`config.mk`:
```
export PLATFORM = sky130hd
export DESIGN_NAME = issue_ctrl
export DESIGN_NICKNAME = d
export VERILOG_FILES = /design/src/rtl/issue_ctrl_pkg.sv /design/src/rtl/issue_ctrl_div_sequencer.sv /design/src/rtl/issue_ctrl.sv
export SDC_FILE = /design/constraint.sdc
export NUM_CORES = 1
export LEC_CHECK = 0
export CAP_MARGIN = 40
export CORE_MARGIN = 5
export CORE_UTILIZATION = 49
export DETAILED_ROUTE_END_ITERATION = 10
export PLACE_DENSITY = 0.83
export SKIP_CTS_REPAIR_TIMING = 1
export SLEW_MARGIN = 20
export SYNTH_ARGS = -nofsm -noshare
export SYNTH_HDL_FRONTEND = slang
export SYNTH_SLANG_ARGS = --single-unit
```
`constraint.sdc`:
```
create_clock -name clk -period 3.1 [get_ports clk]
set_input_delay 0.62 -clock clk [delete_from_list [all_inputs] [get_ports clk]]
set_output_delay 0.62 -clock clk [all_outputs]
set_load 0.05 [all_outputs]
```
`src/rtl/issue_ctrl_pkg.sv`:
```
// Shared encodings and scoreboard types for the pipeline issue/hazard controller.
// Forwarding selects, divider FSM states and scoreboard entry layout live here.
package issue_ctrl_pkg;

    localparam int REG_W  = 5;
    localparam int CNT_W  = 6;

    localparam logic [1:0] FWD_RF  = 2'd0;
    localparam logic [1:0] FWD_MEM = 2'd1;
    localparam logic [1:0] FWD_WB  = 2'd2;

    typedef enum logic {
        DIV_IDLE = 1'b0,
        DIV_BUSY = 1'b1
    } div_state_t;

    typedef struct packed {
        logic             v;
        logic [REG_W-1:0] rd;
        logic             load;
    } sb_entry_t;

    // True when a valid in-flight write targets a used source; load_only narrows it to loads.
    function automatic logic sb_hit(input sb_entry_t        e,
                                    input logic [REG_W-1:0] r,
                                    input logic             used,
                                    input logic             load_only);
        return used && e.v && (!load_only || e.load) && (e.rd == r);
    endfunction

endpackage

```
`src/rtl/issue_ctrl_div_sequencer.sv`:
```
// IDLE/BUSY sequencer for the multi-cycle DIV/DIVU unit.
// A start from IDLE keeps the unit busy for DIV_LAT cycles, flagging the last one with md_done.
module issue_ctrl_div_sequencer
    import issue_ctrl_pkg::*;
#(
    parameter int DIV_LAT = 8
)
(
    input  logic clk,
    input  logic rst_n,
    input  logic start_req,
    output logic md_start,
    output logic md_busy,
    output logic md_done
);

    div_state_t       state;
    div_state_t       state_next;
    logic [CNT_W-1:0] cnt;
    logic [CNT_W-1:0] cnt_next;

    always_ff @(posedge clk) begin
        if (!rst_n) begin
            state <= DIV_IDLE;
            cnt   <= '0;
        end else begin
            state <= state_next;
            cnt   <= cnt_next;
        end
    end

    always_comb begin
        state_next = state;
        cnt_next   = cnt;
        case (state)
            DIV_IDLE: begin
                if (start_req) begin
                    state_next = DIV_BUSY;
                    cnt_next   = CNT_W'(DIV_LAT - 1);
                end
            end
            DIV_BUSY: begin
                if (cnt == '0) begin
                    state_next = DIV_IDLE;
                end else begin
                    cnt_next = cnt - 1'b1;
                end
            end
            default: begin
                state_next = DIV_IDLE;
                cnt_next   = '0;
            end
        endcase
    end

    // Busy drops the cycle after done, which lets a waiting MFHI/MFLO issue right then.
    always_comb begin
        md_start = (state == DIV_IDLE) && start_req;
        md_busy  = (state == DIV_BUSY);
        md_done  = (state == DIV_BUSY) && (cnt == '0);
    end

endmodule

```
`src/rtl/issue_ctrl.sv`:
```
// Issue/hazard controller between decode and ID/EX: scoreboard of in-flight writes,
// load-use and HI/LO interlocks, registered forwarding selects, fetch squash and divider sequencing.
module issue_ctrl
    import issue_ctrl_pkg::*;
#(
    parameter int DIV_LAT   = 8,
    parameter bit FORWARD   = 1'b1,
    parameter bit WB_BYPASS = 1'b1
)
(
    input  logic             clk,
    input  logic             rst_n,
    input  logic             id_valid,
    input  logic [REG_W-1:0] id_rs,
    input  logic [REG_W-1:0] id_rt,
    input  logic [REG_W-1:0] id_dest,
    input  logic             id_src1,
    input  logic             id_src2,
    input  logic             id_rwe,
    input  logic             id_load,
    input  logic             id_div,
    input  logic             id_hilo_rd,
    input  logic             ex_redirect,
    output logic             stall,
    output logic             flush_if,
    output logic [1:0]       fwd_a,
    output logic [1:0]       fwd_b,
    output logic             md_start,
    output logic             md_busy,
    output logic             md_done
);

    sb_entry_t  ex_e;
    sb_entry_t  mem_e;
    sb_entry_t  id_e;
    logic       rs_used;
    logic       rt_used;
    logic       wb_hit;
    logic       data_hazard;
    logic       div_issue;
    logic [1:0] fwd_a_next;
    logic [1:0] fwd_b_next;

    assign rs_used = id_src1 && (id_rs != '0);
    assign rt_used = id_src2 && (id_rt != '0);

    assign id_e.v    = id_valid && id_rwe && (id_dest != '0);
    assign id_e.rd   = id_dest;
    assign id_e.load = id_load;

    // The WB slot only matters when nothing bypasses and the register file reads before it writes.
    if (!FORWARD && !WB_BYPASS) begin : g_wb
        sb_entry_t wb_e;

        always_ff @(posedge clk) begin
            if (!rst_n) begin
                wb_e <= '0;
            end else begin
                wb_e <= mem_e;
            end
        end

        assign wb_hit = sb_hit(wb_e, id_rs, rs_used, 1'b0) || sb_hit(wb_e, id_rt, rt_used, 1'b0);
    end else begin : g_no_wb
        assign wb_hit = 1'b0;
    end

    always_comb begin
        data_hazard = 1'b0;
        if (FORWARD) begin
            data_hazard = sb_hit(ex_e, id_rs, rs_used, 1'b1) || sb_hit(ex_e, id_rt, rt_used, 1'b1);
        end else begin
            data_hazard = sb_hit(ex_e,  id_rs, rs_used, 1'b0) || sb_hit(ex_e,  id_rt, rt_used, 1'b0) ||
                          sb_hit(mem_e, id_rs, rs_used, 1'b0) || sb_hit(mem_e, id_rt, rt_used, 1'b0) ||
                          wb_hit;
        end
    end

    assign stall     = id_valid && (data_hazard || (md_busy && (id_hilo_rd || id_div)));
    assign flush_if  = ex_redirect;
    assign div_issue = id_valid && id_div && !stall;

    // The EX entry becomes MEM next cycle, so it is the nearest producer and is checked first.
    always_comb begin
        fwd_a_next = FWD_RF;
        fwd_b_next = FWD_RF;
        if (FORWARD && id_valid && !stall) begin
            if (sb_hit(ex_e, id_rs, rs_used, 1'b0)) begin
                fwd_a_next = FWD_MEM;
            end else if (sb_hit(mem_e, id_rs, rs_used, 1'b0)) begin
                fwd_a_next = FWD_WB;
            end
            if (sb_hit(ex_e, id_rt, rt_used, 1'b0)) begin
                fwd_b_next = FWD_MEM;
            end else if (sb_hit(mem_e, id_rt, rt_used, 1'b0)) begin
                fwd_b_next = FWD_WB;
            end
        end
    end

    always_ff @(posedge clk) begin
        if (!rst_n) begin
            ex_e  <= '0;
            mem_e <= '0;
            fwd_a <= FWD_RF;
            fwd_b <= FWD_RF;
        end else begin
            mem_e <= ex_e;
            ex_e  <= stall ? '0 : id_e;
            fwd_a <= fwd_a_next;
            fwd_b <= fwd_b_next;
        end
    end

    issue_ctrl_div_sequencer #(
        .DIV_LAT (DIV_LAT)
    ) u_div_sequencer (
        .clk       (clk),
        .rst_n     (rst_n),
        .start_req (div_issue),
        .md_start  (md_start),
        .md_busy   (md_busy),
        .md_done   (md_done)
    );

endmodule

```
Word-level counts from Yosys, hierarchy flattened
Cells that the tools add are included.
{"block": "totals", "output_inout_bits": 9, "in_bits": 25, "word_cells": 67, "regBits": 24}
{"block": "classes", "bitwise_logic": 3, "eq_ne": 6, "n_addsub": 1, "mux": 10, "n_reduce_logical": 36}
{"operator": "logical AND 1 bit", "count": 23}
{"operator": "== test 5 bit", "count": 4}
{"operator": "nonzero test 5 bit", "count": 3}
{"operator": "2-to-1 mux 6 bit", "count": 2}
{"operator": "one-hot mux 6 bit (2 select lines)", "count": 1}
{"operator": "zero test 6 bit", "count": 1}
{"operator": "OR reduction 3 bit", "count": 2}
{"operator": "subtractor 6 x 1 -> 6 bit, second input constant", "count": 1}
{"operator": "2-to-1 mux 1 bit", "count": 4}
{"operator": "2-to-1 mux 2 bit", "count": 2}
{"operator": "AND reduction 2 bit", "count": 2}
{"operator": "logical OR 1 bit", "count": 3}
{"operator": "NOT 1 bit", "count": 3}
{"operator": "inequality test 2 x 1 -> 1 bit, second input constant", "count": 1}
{"operator": "inequality test 2 bit, second input constant", "count": 1}
{"operator": "one-hot mux 1 bit (2 select lines)", "count": 1}
{"operator": "OR reduction 2 bit", "count": 1}
{"operator": "zero test 1 bit", "count": 1}

Longest topological paths before layout
{"block": "logic_depth", "ltp_word": 12, "mapped_depth": 8, "mapped_depth_nobuf": 8}

Modules after synthesis
A second synthesis with hierarchy kept.
{"block": "hier_totals", "hier_cells": 132, "hier_area_um2": 1224.9}
{"mod": "issue_ctrl", "cells_each": 91, "seq_area_each_um2": 340.3, "area_each_um2": 847.1, "n_inst": 1}
{"mod": "issue_ctrl_div_sequencer", "cells_each": 41, "seq_area_each_um2": 140.1, "area_each_um2": 377.9, "n_inst": 1}

Worst setup path before layout
No wires, ideal clock.
{"block": "synth_path", "path_type": "in2out", "startpoint": "input id_rs[4]", "endpoint": "output stall", "stages": 5, "t_arrival_ns": 1.979, "t_required_ns": 2.480, "path_buffers": 0, "setup_slack_ns": 0.501, "cell_sequence": "xor2_1 nor4_1 nand4_1 a21boi_2 o21a_1"}
{"block": "synth_via", "elab_chain_cells": 8, "elab_cells_between_ends": 9, "classes_between": "1 x eq/ne; 8 x reduce/logical"}
{"item": "start, declared", "line": "issue_ctrl.sv:14", "text": "input logic [REG_W-1:0] id_rs,"}
{"item": "nonzero test 5 bit", "line": "issue_ctrl.sv:44", "text": "assign rs_used = id_src1 && (id_rs != '0);"}
{"item": "logical AND 1 bit", "line": "issue_ctrl.sv:44"}
{"item": "logical AND 1 bit (2 in series)", "line": "issue_ctrl_pkg.sv:28", "text": "return used && e.v && (!load_only || e.load) && (e.rd == r);"}
{"item": "logical AND 1 bit (*)", "line": "issue_ctrl_pkg.sv:28"}
{"item": "logical OR 1 bit (*)", "line": "issue_ctrl.sv:71", "text": "data_hazard = sb_hit(ex_e, id_rs, rs_used, 1'b1) || sb_hit(ex_e, id_rt, rt_used, 1'b1);"}
{"item": "logical OR 1 bit (*)", "line": "issue_ctrl.sv:79", "text": "assign stall = id_valid && (data_hazard || (md_busy && (id_hilo_rd || id_div)));"}
{"item": "logical AND 1 bit (*)", "line": "issue_ctrl.sv:79"}
{"item": "end, declared", "line": "issue_ctrl.sv:24", "text": "output logic stall,"}
Every way passes the cells marked *; elsewhere a longest branch is shown, timed or not.

Worst setup path in the final report
{"block": "layout_path", "startpoint": "input id_rs[2]", "endpoint": "output stall"}
The elaborated chain is that of the path after synthesis.

==> results list <==
* Die Area: 3390 µm²
* Measured slew at the worst slew-check pin: between 0.5 and 0.6 ns
- The min-delay analysis places its worst path in the category reg2reg.
- FILL cells: 184
- The initial antenna violation count came to 0.
- Summed over all cells, the static leakage comes to between 0.6 and 0.7 nW.
- Global-route wire length before repair: about 4.6 mm
* Number of standard cells in the final layout excluding fillers: about 200
* Top Family by Delay on Critical Path: buffers and inverters
- Summed over all nets, the half-perimeter wirelength after detailed placement is ~2.3 mm.
* Initial cell density of the core: 0.515
- Std-Cell Core Area: about 2200 µm²
- Reg-to-reg setup timing slack: approximately 1.3 ns
- Clock latency of the later-clocked register in the worst-skew pair: 0.32 ns
- In the final layout, the share of cells above drive strength 1 is 0.111.
- Via count of the routed design: between 1000 and 1500
- The number of cells on the worst reg-to-reg path is 8.
- Maximum level of the CTS H-tree: 1
* Worst slack at placement: around 0.071 ns
- Total grt overflow: 0
- The critical path is of the in2out type.
* Total placed instance area: 1510 µm²
* Tightest hold margin: approximately 0.5 ns
- Worst min-delay path startpoint: mem_e[6]$_SDFF_PN0_
- Clock transition at the registers of the reported paths: between 0.1 and 0.15 ns
* Max capacitance violation total: 0
- In the global route stage, met1 resource usage came out at 0.195.
- Height of the chip: 58.2 µm
- The number of nets in the synthesized netlist is ~160.
* Worst path arrival time: around 2.4 ns
* Most crowded layer after global routing: met2
- After synthesis the netlist holds a flip-flop and latch count of 24.
- Final Worst Setup Slack: around 0.10 ns
- Final count of negative-setup-slack endpoints: 0
- The run finished with clean final reports.
- Net switching fraction of the power: 0.252
- For this design the total switching power over the nets is 175 µW.
* Final-layout setup total negative slack: 0 ns
- Yosys printed 0 warnings.
* Drt via density: 5.61
* Number of buffers added on ports: 31
- Largest incremental delay on the critical path: ~0.47 ns
- Met3 usage in global routing: 0.0512
- Reg-to-Reg Start: ex_e[2]$_SDFF_PP0_
- Avg WL per Cell: roughly 15 µm
- Clock network power share: 0.323
* Placed cell count: around 190
* Die Width: 58.2 µm
- Power spread over the standard cell area amounts to approximately 440 nW/µm².
- Final worst path period need: around 3 ns
- Number of sinks handled by clock tree synthesis: 24
- TritonCTS clock tree: built
- M2 GR Usage: 0.321
* Sum of buffers and inverters on the critical path: 2
- GPL Wtd Cong: roughly 0.96
* Cell with the largest stage delay on the worst path: sky130_fd_sc_hd__clkdlybuf4s50_1
- Worst slew margin relative to its limit: 0.662
- The share of the Yosys chip area taken by registers is 0.422.
- For this run, design rule violations remaining after detail routing come to 0.
- Power consumption: between 600 and 700 µW
- Between clock sinks in the finished design, the worst skew comes to 0.00851 ns.
- FF+latch area: between 400 and 500 µm²
* Max IR drop VDD: 0.388 mV
- Count of standard-cell rows: 17
- The via count of the first global-routing pass came to 1079.
* Cell count after synthesis: about 130
- Of the total power, registers draw 0.488.
- The mapped netlist covers about 1100 µm².
- # nets final: around 200
- Once layout is done, the placed cells without fillers occupy around 1600 µm².
- The worst register-to-register path ends at ex_e[5]$_SDFF_PP0_.
- Final slew viol count: 0
- Pin count of the biggest net entering global routing: 17
- Crit path capture type: output port
* Required time of the critical path: 2.48 ns
* Total internal power: around 520 µW
- Top Ports: 34
* Antenna fix cells: 0
- Counting instances, the worst hold path has a depth of 1.
- In this run the worst path has a maximum fanout of 5.
* Utilization of the core after routing: 0.721
- Buffers inserted during clock tree synthesis total 3.
- Total global-route track usage: 0.178
* Endpoint, Worst Hold: fwd_a[1]$_SDFF_PP0_
- Of the available clock period, the critical path in the final layout requires 0.968.
- The synthesized netlist contains 31 unique library cells.
- Dividing the synthesized area by the synthesized cell count gives ~8.7 µm².
- Routed wire length: 3.04 mm
- The worst setup path is launched from an input port.
- CTS Root Buffer Type: sky130_fd_sc_hd__clkbuf_4
- Syn-to-layout area delta: 39.8%
- For this run, the top clock speed supported by timing is between 0.3 and 0.4 GHz.
- In this run, the number of DRC markers left after iteration 0 of detailed routing was 29.
* Length of the first detailed-routing pass in iterations: 6
- The share of total power dissipated in combinational logic is 0.189.
- The longest clock path from root to sink contains 2 buffers.
- Combined area of the multi-input logic cells: about 640 µm²
- Count of nets left with antenna violations after detail routing: 0
- The count of endpoints failing hold in the final timing report is 0.
- Critical path, cell by cell: clkdlybuf4s50_1 > xor2_1 > nor4_2 > nand4_1 > a21boi_2 > o21a_2 > buf_12
worst register-to-register path, cell delays in order, from the launching register on:
cell                       delay (ns)
sky130_fd_sc_hd__dfxtp_1         0.38
sky130_fd_sc_hd__xor2_1          0.18
sky130_fd_sc_hd__nor4_1          0.25
sky130_fd_sc_hd__nand4_1         0.16
sky130_fd_sc_hd__a21boi_2        0.28
sky130_fd_sc_hd__o21a_2          0.23
sky130_fd_sc_hd__buf_4           0.11
sky130_fd_sc_hd__buf_4           0.13
sky130_fd_sc_hd__nor2_1          0.05
cells by family after synthesis:
| group | share of synthesized area |
|---|---|
| adder cells (fa/ha/maj) | 0.0110 |
| AO/OA/AOI/OAI | 0.123 |
| AND/OR/NAND/NOR | 0.265 |
| XOR/XNOR | 0.154 |
| buffers and inverters | 0.0263 |
| flip-flops | 0.422 |
layer usage:
layer,vias to the layer above,routed length (µm)
met2,55,1550
met5,-,0
met4,0,88
met3,15,200
li1,541,-
met1,506,1200
sequential cells by signal, indices dropped and copies added (netlist names):
signal                   flops
u_div_sequencer.cnt          6
ex_e                         7
mem_e                        6
fwd_b                        2
fwd_a                        2
u_div_sequencer.md_busy      1
area by class of cell:
type / count / share of cell area
clock buffers: 3 / 0.0141
clock inverters: 1 / 0.0188
inverters: 5 / 0.0118
multi-input cells: 100 / 0.400
flip-flops and latches: 24 / 0.301
well taps: 28 / 0.0220
repair buffers: 38 / 0.232
worst max path at each step:
stage | startpoint | end | slack, ns | cells after the start
2_1_floorplan | id_rs[4] | stall | 0.50 | 5
5_1_grt | id_rt[1] | stall | -0.004 | 7
6_report | id_rs[2] | stall | 0.10 | 7
3_5_place_dp | id_rs[4] | stall | 0.07 | 7
3_3_place_gp | id_rs[4] | stall | 0.13 | 7
4_1_cts | id_rs[4] | stall | 0.04 | 7
cell usage after synthesis (all sizes together):
cell / count / area (µm²)
o311a: 1 / 10.0
nand4: 2 / 12.5
nand3b: 2 / 15.0
inv: 5 / 18.8
a21boi: 1 / 11.3
and4: 2 / 18.8
dfxtp: 24 / 480
o211ai: 1 / 7.51
nand2b: 1 / 6.26
o31a: 3 / 26.3
a21oi: 4 / 20.0
nor3: 8 / 40.0
o21a: 3 / 22.5
buf: 1 / 7.51
a31oi: 3 / 18.8
ha: 1 / 12.5
a211oi: 1 / 7.51
nand3: 5 / 25.0
nor2: 14 / 55.1
or3: 2 / 12.5
xnor2: 10 / 87.6
and2: 6 / 38.8
nand2: 14 / 52.6
nor4: 4 / 25.0
xor2: 10 / 87.6
o31ai: 1 / 7.51
o2111ai: 1 / 8.76
clkbuf: 1 / 3.75
placed cells by master, fill, tap and decap left out, types with 2 or more instances in the layout:
cell type / instances
sky130_fd_sc_hd__nand4_1: 2
sky130_fd_sc_hd__nor4_1: 3
sky130_fd_sc_hd__nand3_1: 5
sky130_fd_sc_hd__and2_1: 5
sky130_fd_sc_hd__o31a_1: 3
sky130_fd_sc_hd__inv_1: 5
sky130_fd_sc_hd__nor3_1: 8
sky130_fd_sc_hd__nand2_1: 14
sky130_fd_sc_hd__nor2_1: 13
sky130_fd_sc_hd__clkbuf_4: 3
sky130_fd_sc_hd__nand3b_1: 2
sky130_fd_sc_hd__buf_4: 8
sky130_fd_sc_hd__clkdlybuf4s50_1: 29
sky130_fd_sc_hd__xor2_1: 10
sky130_fd_sc_hd__or3_1: 2
sky130_fd_sc_hd__a31oi_1: 3
sky130_fd_sc_hd__dfxtp_1: 24
sky130_fd_sc_hd__a21oi_1: 4
sky130_fd_sc_hd__o21a_1: 2
sky130_fd_sc_hd__xnor2_1: 10
power groups by stage:
stage | Sequential [mW] | Combinational (mW) | Clock [mW]
floorplan | 0.345 | 0.0699 | 0
global placement | 0.345 | 0.123 | 0
detailed placement | 0.346 | 0.127 | 0
CTS | 0.339 | 0.128 | 0.228
global route | 0.342 | 0.143 | 0.237
finish | 0.340 | 0.131 | 0.225
Power figures use the tool's default switching activity.
